### config.mk
export PLATFORM = sky130hd
export DESIGN_NAME = snake_pixel_gen
export DESIGN_NICKNAME = d
export VERILOG_FILES = /design/src/rtl/snake_pkg.sv /design/src/rtl/snake_pixel_gen_tile_ram.sv /design/src/rtl/snake_pixel_gen.sv
export SDC_FILE = /design/constraint.sdc
export NUM_CORES = 2
export LEC_CHECK = 0
export ABC_CLOCK_PERIOD_IN_PS = 36200
export BUFFER_PORTS_ARGS = -buffer_cell sky130_fd_sc_hd__buf_2
export CAP_MARGIN = 20
export CELL_PAD_IN_SITES_DETAIL_PLACEMENT = 0
export CELL_PAD_IN_SITES_GLOBAL_PLACEMENT = 1
export CORE_MARGIN = 3
export CORE_UTILIZATION = 28
export CTS_CLUSTER_SIZE = 10
export DETAILED_ROUTE_END_ITERATION = 8
export HOLD_SLACK_MARGIN = 0.03
export MAX_ROUTING_LAYER = met4
export PLACE_DENSITY_LB_ADDON = 0.25
export SLEW_MARGIN = 0
export SYNTH_ARGS = -nofsm -noshare
export SYNTH_HDL_FRONTEND = slang
export SYNTH_SLANG_ARGS = --single-unit
### constraint.sdc
create_clock -name clk -period 36.2 [get_ports clk]
set_clock_uncertainty 0.2 [all_clocks]
set_input_delay 3.62 -clock clk [delete_from_list [all_inputs] [get_ports clk]]
set_output_delay 3.62 -clock clk [all_outputs]
set_load 0.02 [all_outputs]
### src/rtl/snake_pkg.sv
// Shared types and constants for the snake tile renderer.
// SNAKE_GRID_LINES_EN (see snake_pixel_gen) additionally uses COLOUR_GRID.
package snake_pkg;

  localparam logic [5:0]  GRID_W     = 6'd40;
  localparam logic [4:0]  GRID_H     = 5'd30;
  localparam int          TILE_SHIFT = 32'sd4;
  localparam logic [10:0] LAST_TILE  = 11'd1199;

  typedef logic [1:0] tile_t;

  localparam tile_t TILE_EMPTY = 2'd0;
  localparam tile_t TILE_BODY  = 2'd1;
  localparam tile_t TILE_HEAD  = 2'd2;
  localparam tile_t TILE_FOOD  = 2'd3;

  localparam logic [7:0] COLOUR_EMPTY = 8'h00;
  localparam logic [7:0] COLOUR_BODY  = 8'h1C;
  localparam logic [7:0] COLOUR_HEAD  = 8'hFC;
  localparam logic [7:0] COLOUR_FOOD  = 8'hE0;
  localparam logic [7:0] COLOUR_GRID  = 8'h49;

  typedef enum logic {
    ST_IDLE  = 1'b0,
    ST_CLEAR = 1'b1
  } clr_state_e;

  function automatic logic [7:0] tile_colour(input tile_t t);
    logic [7:0] c;
    case (t)
      TILE_EMPTY: c = COLOUR_EMPTY;
      TILE_BODY:  c = COLOUR_BODY;
      TILE_HEAD:  c = COLOUR_HEAD;
      TILE_FOOD:  c = COLOUR_FOOD;
      default:    c = COLOUR_EMPTY;
    endcase
    return c;
  endfunction

endpackage

### src/rtl/snake_pixel_gen_tile_ram.sv
// Single-port 2048x2 tile store with registered read; contents are never reset.
module tile_ram
  import snake_pkg::*;
(
  input  logic        clk,
  input  logic        we,
  input  logic [10:0] addr,
  input  logic [1:0]  wdata,
  output logic [1:0]  rdata
);

  tile_t mem [0:2047];
  tile_t rdata_q;

  // Write-first is irrelevant: reads and writes never target the same cycle's pixel.
  always_ff @(posedge clk) begin
    if (we) begin
      mem[addr] <= wdata;
    end
    rdata_q <= mem[addr];
  end

  assign rdata = rdata_q;

endmodule

### src/rtl/snake_pixel_gen.sv
// Tile-map pixel renderer behind the VGA timing generator: 3-register pipeline to rgb.
// Optional: SNAKE_GRID_LINES_EN draws grey grid lines on empty tiles.
module snake_pixel_gen
  import snake_pkg::*;
(
  input  logic       clk,
  input  logic       rst,
  input  logic [9:0] r_pixel,
  input  logic [9:0] c_pixel,
  input  logic       video_on,
  input  logic       h_sync_i,
  input  logic       v_sync_i,
  input  logic       wr_en,
  input  logic [5:0] wr_x,
  input  logic [4:0] wr_y,
  input  logic [1:0] wr_tile,
  output logic       wr_ready,
  output logic       wr_err,
  input  logic       clr,
  output logic       busy,
  output logic       frame_start,
  output logic [7:0] rgb,
  output logic       h_sync_o,
  output logic       v_sync_o
);

  clr_state_e  state_q, state_d;
  logic [10:0] clr_cnt_q, clr_cnt_d;
  logic        clr_issue_s;

  logic [10:0] addr_q, addr_d;
  logic        we_q, we_d;
  tile_t       wdata_q, wdata_d;
  logic        wr_err_q, wr_err_d;
  logic        frame_start_q, frame_start_d;
  logic        video1_q, video2_q;
  logic        hs1_q, hs2_q, hs_o_q;
  logic        vs1_q, vs2_q, vs_o_q;
  logic [7:0]  rgb_q, rgb_d;
  tile_t       rd_tile;
`ifdef SNAKE_GRID_LINES_EN
  logic        grid1_q, grid2_q;
`endif

  logic [10:0] pix_row_s, pix_addr_s, wr_row_s, wr_addr_s;
  logic        wr_in_range_s;

  // row*40 as (row<<5)+(row<<3) avoids a multiplier
  assign pix_row_s     = {5'd0, r_pixel[9:TILE_SHIFT]};
  assign pix_addr_s    = (pix_row_s << 5) + (pix_row_s << 3) + {5'd0, c_pixel[9:TILE_SHIFT]};
  assign wr_row_s      = {6'd0, wr_y};
  assign wr_addr_s     = (wr_row_s << 5) + (wr_row_s << 3) + {5'd0, wr_x};
  assign wr_in_range_s = (wr_x < GRID_W) && (wr_y < GRID_H);

  assign busy          = (state_q == ST_CLEAR);
  assign wr_ready      = ~video_on & ~busy & ~clr;
  assign frame_start_d = (r_pixel == 10'd480) && (c_pixel == 10'd0);

  // Clear sequencer: one tile per blanking cycle, clr restarts from tile 0.
  always_comb begin
    state_d     = state_q;
    clr_cnt_d   = clr_cnt_q;
    clr_issue_s = 1'b0;
    case (state_q)
      ST_IDLE: begin
        if (clr) begin
          state_d   = ST_CLEAR;
          clr_cnt_d = 11'd0;
        end else begin
          clr_cnt_d = 11'd0;
        end
      end
      ST_CLEAR: begin
        if (clr) begin
          clr_cnt_d = 11'd0;
        end else if (!video_on) begin
          clr_issue_s = 1'b1;
          if (clr_cnt_q == LAST_TILE) begin
            state_d   = ST_IDLE;
            clr_cnt_d = 11'd0;
          end else begin
            clr_cnt_d = clr_cnt_q + 11'd1;
          end
        end else begin
          clr_cnt_d = clr_cnt_q;
        end
      end
      default: begin
        state_d   = ST_IDLE;
        clr_cnt_d = 11'd0;
      end
    endcase
  end

  // Stage 1 carries either the pixel read or a blanking-time write, so the
  // RAM write lands one cycle later, never displacing the last active read.
  always_comb begin
    addr_d   = pix_addr_s;
    we_d     = 1'b0;
    wdata_d  = TILE_EMPTY;
    wr_err_d = 1'b0;
    if (clr_issue_s) begin
      addr_d = clr_cnt_q;
      we_d   = 1'b1;
    end else if (wr_en && wr_ready) begin
      if (wr_in_range_s) begin
        addr_d  = wr_addr_s;
        we_d    = 1'b1;
        wdata_d = wr_tile;
      end else begin
        wr_err_d = 1'b1;
      end
    end else begin
      addr_d = pix_addr_s;
    end
  end

  // Colour lookup for the output register.
  always_comb begin
    rgb_d = COLOUR_EMPTY;
    if (video2_q) begin
`ifdef SNAKE_GRID_LINES_EN
      if ((rd_tile == TILE_EMPTY) && grid2_q) begin
        rgb_d = COLOUR_GRID;
      end else begin
        rgb_d = tile_colour(rd_tile);
      end
`else
      rgb_d = tile_colour(rd_tile);
`endif
    end else begin
      rgb_d = COLOUR_EMPTY;
    end
  end

  // Pipeline, FSM and status registers.
  always_ff @(posedge clk or negedge rst) begin
    if (!rst) begin
      state_q       <= ST_IDLE;
      clr_cnt_q     <= 11'd0;
      addr_q        <= 11'd0;
      we_q          <= 1'b0;
      wdata_q       <= TILE_EMPTY;
      wr_err_q      <= 1'b0;
      frame_start_q <= 1'b0;
      video1_q      <= 1'b0;
      video2_q      <= 1'b0;
      hs1_q         <= 1'b1;
      hs2_q         <= 1'b1;
      hs_o_q        <= 1'b1;
      vs1_q         <= 1'b1;
      vs2_q         <= 1'b1;
      vs_o_q        <= 1'b1;
      rgb_q         <= 8'h00;
`ifdef SNAKE_GRID_LINES_EN
      grid1_q       <= 1'b0;
      grid2_q       <= 1'b0;
`endif
    end else begin
      state_q       <= state_d;
      clr_cnt_q     <= clr_cnt_d;
      addr_q        <= addr_d;
      we_q          <= we_d;
      wdata_q       <= wdata_d;
      wr_err_q      <= wr_err_d;
      frame_start_q <= frame_start_d;
      video1_q      <= video_on;
      video2_q      <= video1_q;
      hs1_q         <= h_sync_i;
      hs2_q         <= hs1_q;
      hs_o_q        <= hs2_q;
      vs1_q         <= v_sync_i;
      vs2_q         <= vs1_q;
      vs_o_q        <= vs2_q;
      rgb_q         <= rgb_d;
`ifdef SNAKE_GRID_LINES_EN
      grid1_q       <= (r_pixel[TILE_SHIFT-1:0] == 4'd0) || (c_pixel[TILE_SHIFT-1:0] == 4'd0);
      grid2_q       <= grid1_q;
`endif
    end
  end

  tile_ram u_tile_ram (
    .clk   (clk),
    .we    (we_q),
    .addr  (addr_q),
    .wdata (wdata_q),
    .rdata (rd_tile)
  );

  assign wr_err      = wr_err_q;
  assign frame_start = frame_start_q;
  assign rgb         = rgb_q;
  assign h_sync_o    = hs_o_q;
  assign v_sync_o    = vs_o_q;

endmodule
==> run metrics <==
reg2reg path depth=14; Synth-to-Final Area Change=13.80%; Rows=about 280; hold bufs inserted after CTS=0; Synth top area share=73.51%; worst skew pair latency=1.02 ns; Synth Warn #=0; min-delay worst type=reg2reg; die height=between 700 and 800 µm; FMAX=0.1201 GHz; R2R Setup Slk=about 28 ns; DRT iter0 DRCs=around 11,000; maxcap violations=0; Starting Density=28.13%; Max VDD drop=around 0.000040 V; DPL Wire Length=just over 300,000 µm; minimum clock period after layout=around 8.3 ns; Worst EP required=~37 ns; Root Buffer=clkbuf_16; period utilization=23.00%; CP Capture Type=register; final hold vios=0; Post-synth EDFFs=around 4,100; largest stage delay on the critical path=1.05 ns; Inserted Clock Buffers=between 400 and 500; Main synth FF type=edfxtp_1; Worst Hold End=v_sync_o$_DFF_PN1_; nets=about 11,000; first-pass GRT wire length=around 770,000 µm; Final Instance Count excl. Fillers=between 15,000 and 20,000; Setup violations, final=0; Setup WS post-layout=roughly 28 ns; core area=594,900 µm²; R2R Path End=u_tile_ram.rdata[0]$_DFF_P_; Max FO, Critical Path=57; slew margin rel.=18.94%; largest net degree at the start of global routing=between 200 and 250; hold path cells=0; Layout Utilization=between 30% and 40%; cell area after synthesis=approximately 170,000 µm²; clock slew at reported path FFs=about 0.060 ns; synthesized flop and latch total=4,136; CTS tree=done; Post-CTS Setup Bufs=0; top-count cell post-synth=edfxtp_1; post-CTS sizing=0; Seq/Total Area, Yosys=approximately 74%; Synth area leaders=edfxtp_1 74%, mux2i_1 12%, nor2_1 4.7%, o22ai_1 3.8%, buf_2 1.2%; share of cells above drive strength 1=between 8 and 9%; DR pass1 iterations=6; Remaining DRCs=0; crit path cell chain=buf_4 > buf_4 > buf_4 > buf_4 > buf_4 > buf_4 > mux2i_1 > o22ai_1 > nor4_1 > nand2_1 > a22o_1 > nand4b_1 > a22oi_1 > nand4_1; clock sink count=just over 4,000; initial antenna violation count=53; Worst EP arrival=between 8 and 9 ns; post-synthesis cell type count=50; Reg2Reg Launch Point=addr_q[1]$_DFF_PN0_; Crit-path slowest cell=dfrtp_4; Most Frequent Cell on Critical Path=buf_4; Syn Area/Cell=15.24 µm²; deepest clock path buffer count=4; Routed WL per cell=slightly below 30 µm; leak pwr=around 55 nW; IO Count=54; final WL=between 500,000 and 600,000 µm; fin area=roughly 190,000 µm²; number of nets with antenna violations after routing=0; vias in the first global route=a little under 100k; DP Cell Count=between 15,000 and 20,000; Post-Synthesis Cells=approximately 11,000; dpl ws=roughly 28 ns; crit path kind=reg2reg; outcome=finished clean; GR Overflow Total=0; Slew @ Worst Pin=about 1.2 ns; Pins Over Slew Limit=0; gpl congestion=0.7857; number of port buffers=51; synth cell count leaders=4,096 x edfxtp_1, 2,074 x nor2_1, 2,048 x mux2i_1; Power Dens Cells=around 53 nW/µm²; total track usage=between 10% and 20%; Async SR Flop Fraction=less than 1%; Fin Setup TNS=0 ns; RSZ-0062 raised after global routing=false; htree depth=5; via/cell ratio=5.129; area leader, netlist=edfxtp_1; Area after DPL=around 180,000 µm²; width of the chip=between 700 and 800 µm; Die ar.=roughly 610,000 µm²; Hold Path Origin=vs2_q$_DFF_PN1_; startpoint types=register; DR vias=97,280
==> cell type report <==
| class | instances | area [µm²] |
|---|---|---|
| multi-input cells | 5935 | 39770 |
| clock buffers | 594 | 12310 |
| fillers | 57730 | 404500 |
| flip-flops and latches | 4136 | 124000 |
| repair buffers | 375 | 3891 |
| diodes | 13 | 32.53 |
| inverters | 19 | 71.32 |
| well taps | 7837 | 9806 |
| clock inverters | 60 | 525.5 |
==> how the worst max path moves through the flow <==
stage | end | from | slack, ns
floorplan | u_tile_ram.mem[0][0]$_DFFE_PP_ | wdata_q[0]$_DFF_PN0_ | 7.66
global placement | u_tile_ram.rdata[1]$_DFF_P_ | addr_q[1]$_DFF_PN0_ | 27.95
detailed placement | u_tile_ram.rdata[0]$_DFF_P_ | addr_q[1]$_DFF_PN0_ | 27.95
CTS | u_tile_ram.rdata[0]$_DFF_P_ | addr_q[1]$_DFF_PN0_ | 27.91
global route | u_tile_ram.rdata[1]$_DFF_P_ | addr_q[1]$_DFF_PN0_ | 27.53
finish | u_tile_ram.rdata[0]$_DFF_P_ | addr_q[1]$_DFF_PN0_ | 27.87
==> worst max-delay path, delay by kind of cell (launching register included) <==
kind	cells	cell delay, ns
compound gates	3	0.62
buf+inv	6	4.74
flops	1	1.05
mux	1	0.27
simple gates	4	0.97
==> power breakdown <==
part / internal, W / total (W) / switching (W) / leakage, nW
sequential: 0.00519 / 0.00521 / 0.0000142 / 30.1
clock: 0.00235 / 0.00419 / 0.00184 / 6.22
combinational: 0.000222 / 0.000771 / 0.000549 / 18.4
==> layer usage <==
layer	vias up	track usage, %	part of all wire (%)	routed length, µm
met3	758	2.423	6.6	36870
met2	3543	30.17	48	270300
met1	51170	24.36	43	240400
li1	41810	-	-	-
met4	0	4.676	2.7	14930
met5	-	-	0	0
==> through the flow <==
stage,hold WS [ns],power (W)
after floorplan,0.1312,0.005690
after global placement,0.1465,0.006061
after detailed placement,0.1426,0.006074
after CTS,0.1516,0.01026
after global routing,0.1572,0.01047
final,0.1553,0.01016
==> logic make-up (layout without fill, tap and decap cells) <==
| family | Yosys count | count (layout) | share of synthesized area (%) |
|---|---|---|---|
| AOI/OAI and AO/OA | 1185 | 1185 | 4.392 |
| adders and majority gates | 28 | 28 | 0.2273 |
| muxes | 2049 | 2049 | 12.26 |
| and+or+nand+nor | 2661 | 2661 | 6.572 |
| other | 1 | 15 | 0.002241 |
| xor gates and xnor gates | 10 | 10 | 0.05235 |
| DFF | 4136 | 4136 | 74.11 |
| buffers and inverters | 906 | 1048 | 2.387 |
==> registers in the layout, summed over array words and instances (netlist names) <==
name              flops
vs1_q                 1
clr_cnt_q            11
we_q                  1
u_tile_ram.mem     4096
hs2_q                 1
frame_start           1
addr_q               11
busy                  1
rgb                   2
hs1_q                 1
wdata_q               2
wr_err                1
video1_q              1
video2_q              1
vs2_q                 1
h_sync_o              1
v_sync_o              1
u_tile_ram.rdata      2
==> layout by cell type, fill, tap and decap left out, types with 4 or more instances in the layout <==
master	instances
buf_16	44
nand2_1	179
nand4b_1	5
a21oi_1	91
inv_16	8
edfxtp_1	4096
buf_4	247
clkbuf_16	473
buf_2	53
ha_1	24
fa_1	4
nand2_4	32
and2_1	9
clkinv_1	32
o21ai_0	19
nor2_1	2071
dfrtp_1	29
buf_6	4
xnor2_1	7
nor4_1	261
clkbuf_1	119
and3_1	7
nand4bb_4	6
buf_12	22
nor3b_2	8
dfstp_2	6
nor3_1	10
nand2b_1	7
nand4_1	20
clkinv_2	4
buf_8	5
or4b_4	4
nor2b_1	5
inv_1	19
nand3_1	14
mux2i_1	2048
inv_6	9
o22ai_1	1025
a22oi_1	39
diode_2	13
(Power assumes the default switching activity.)
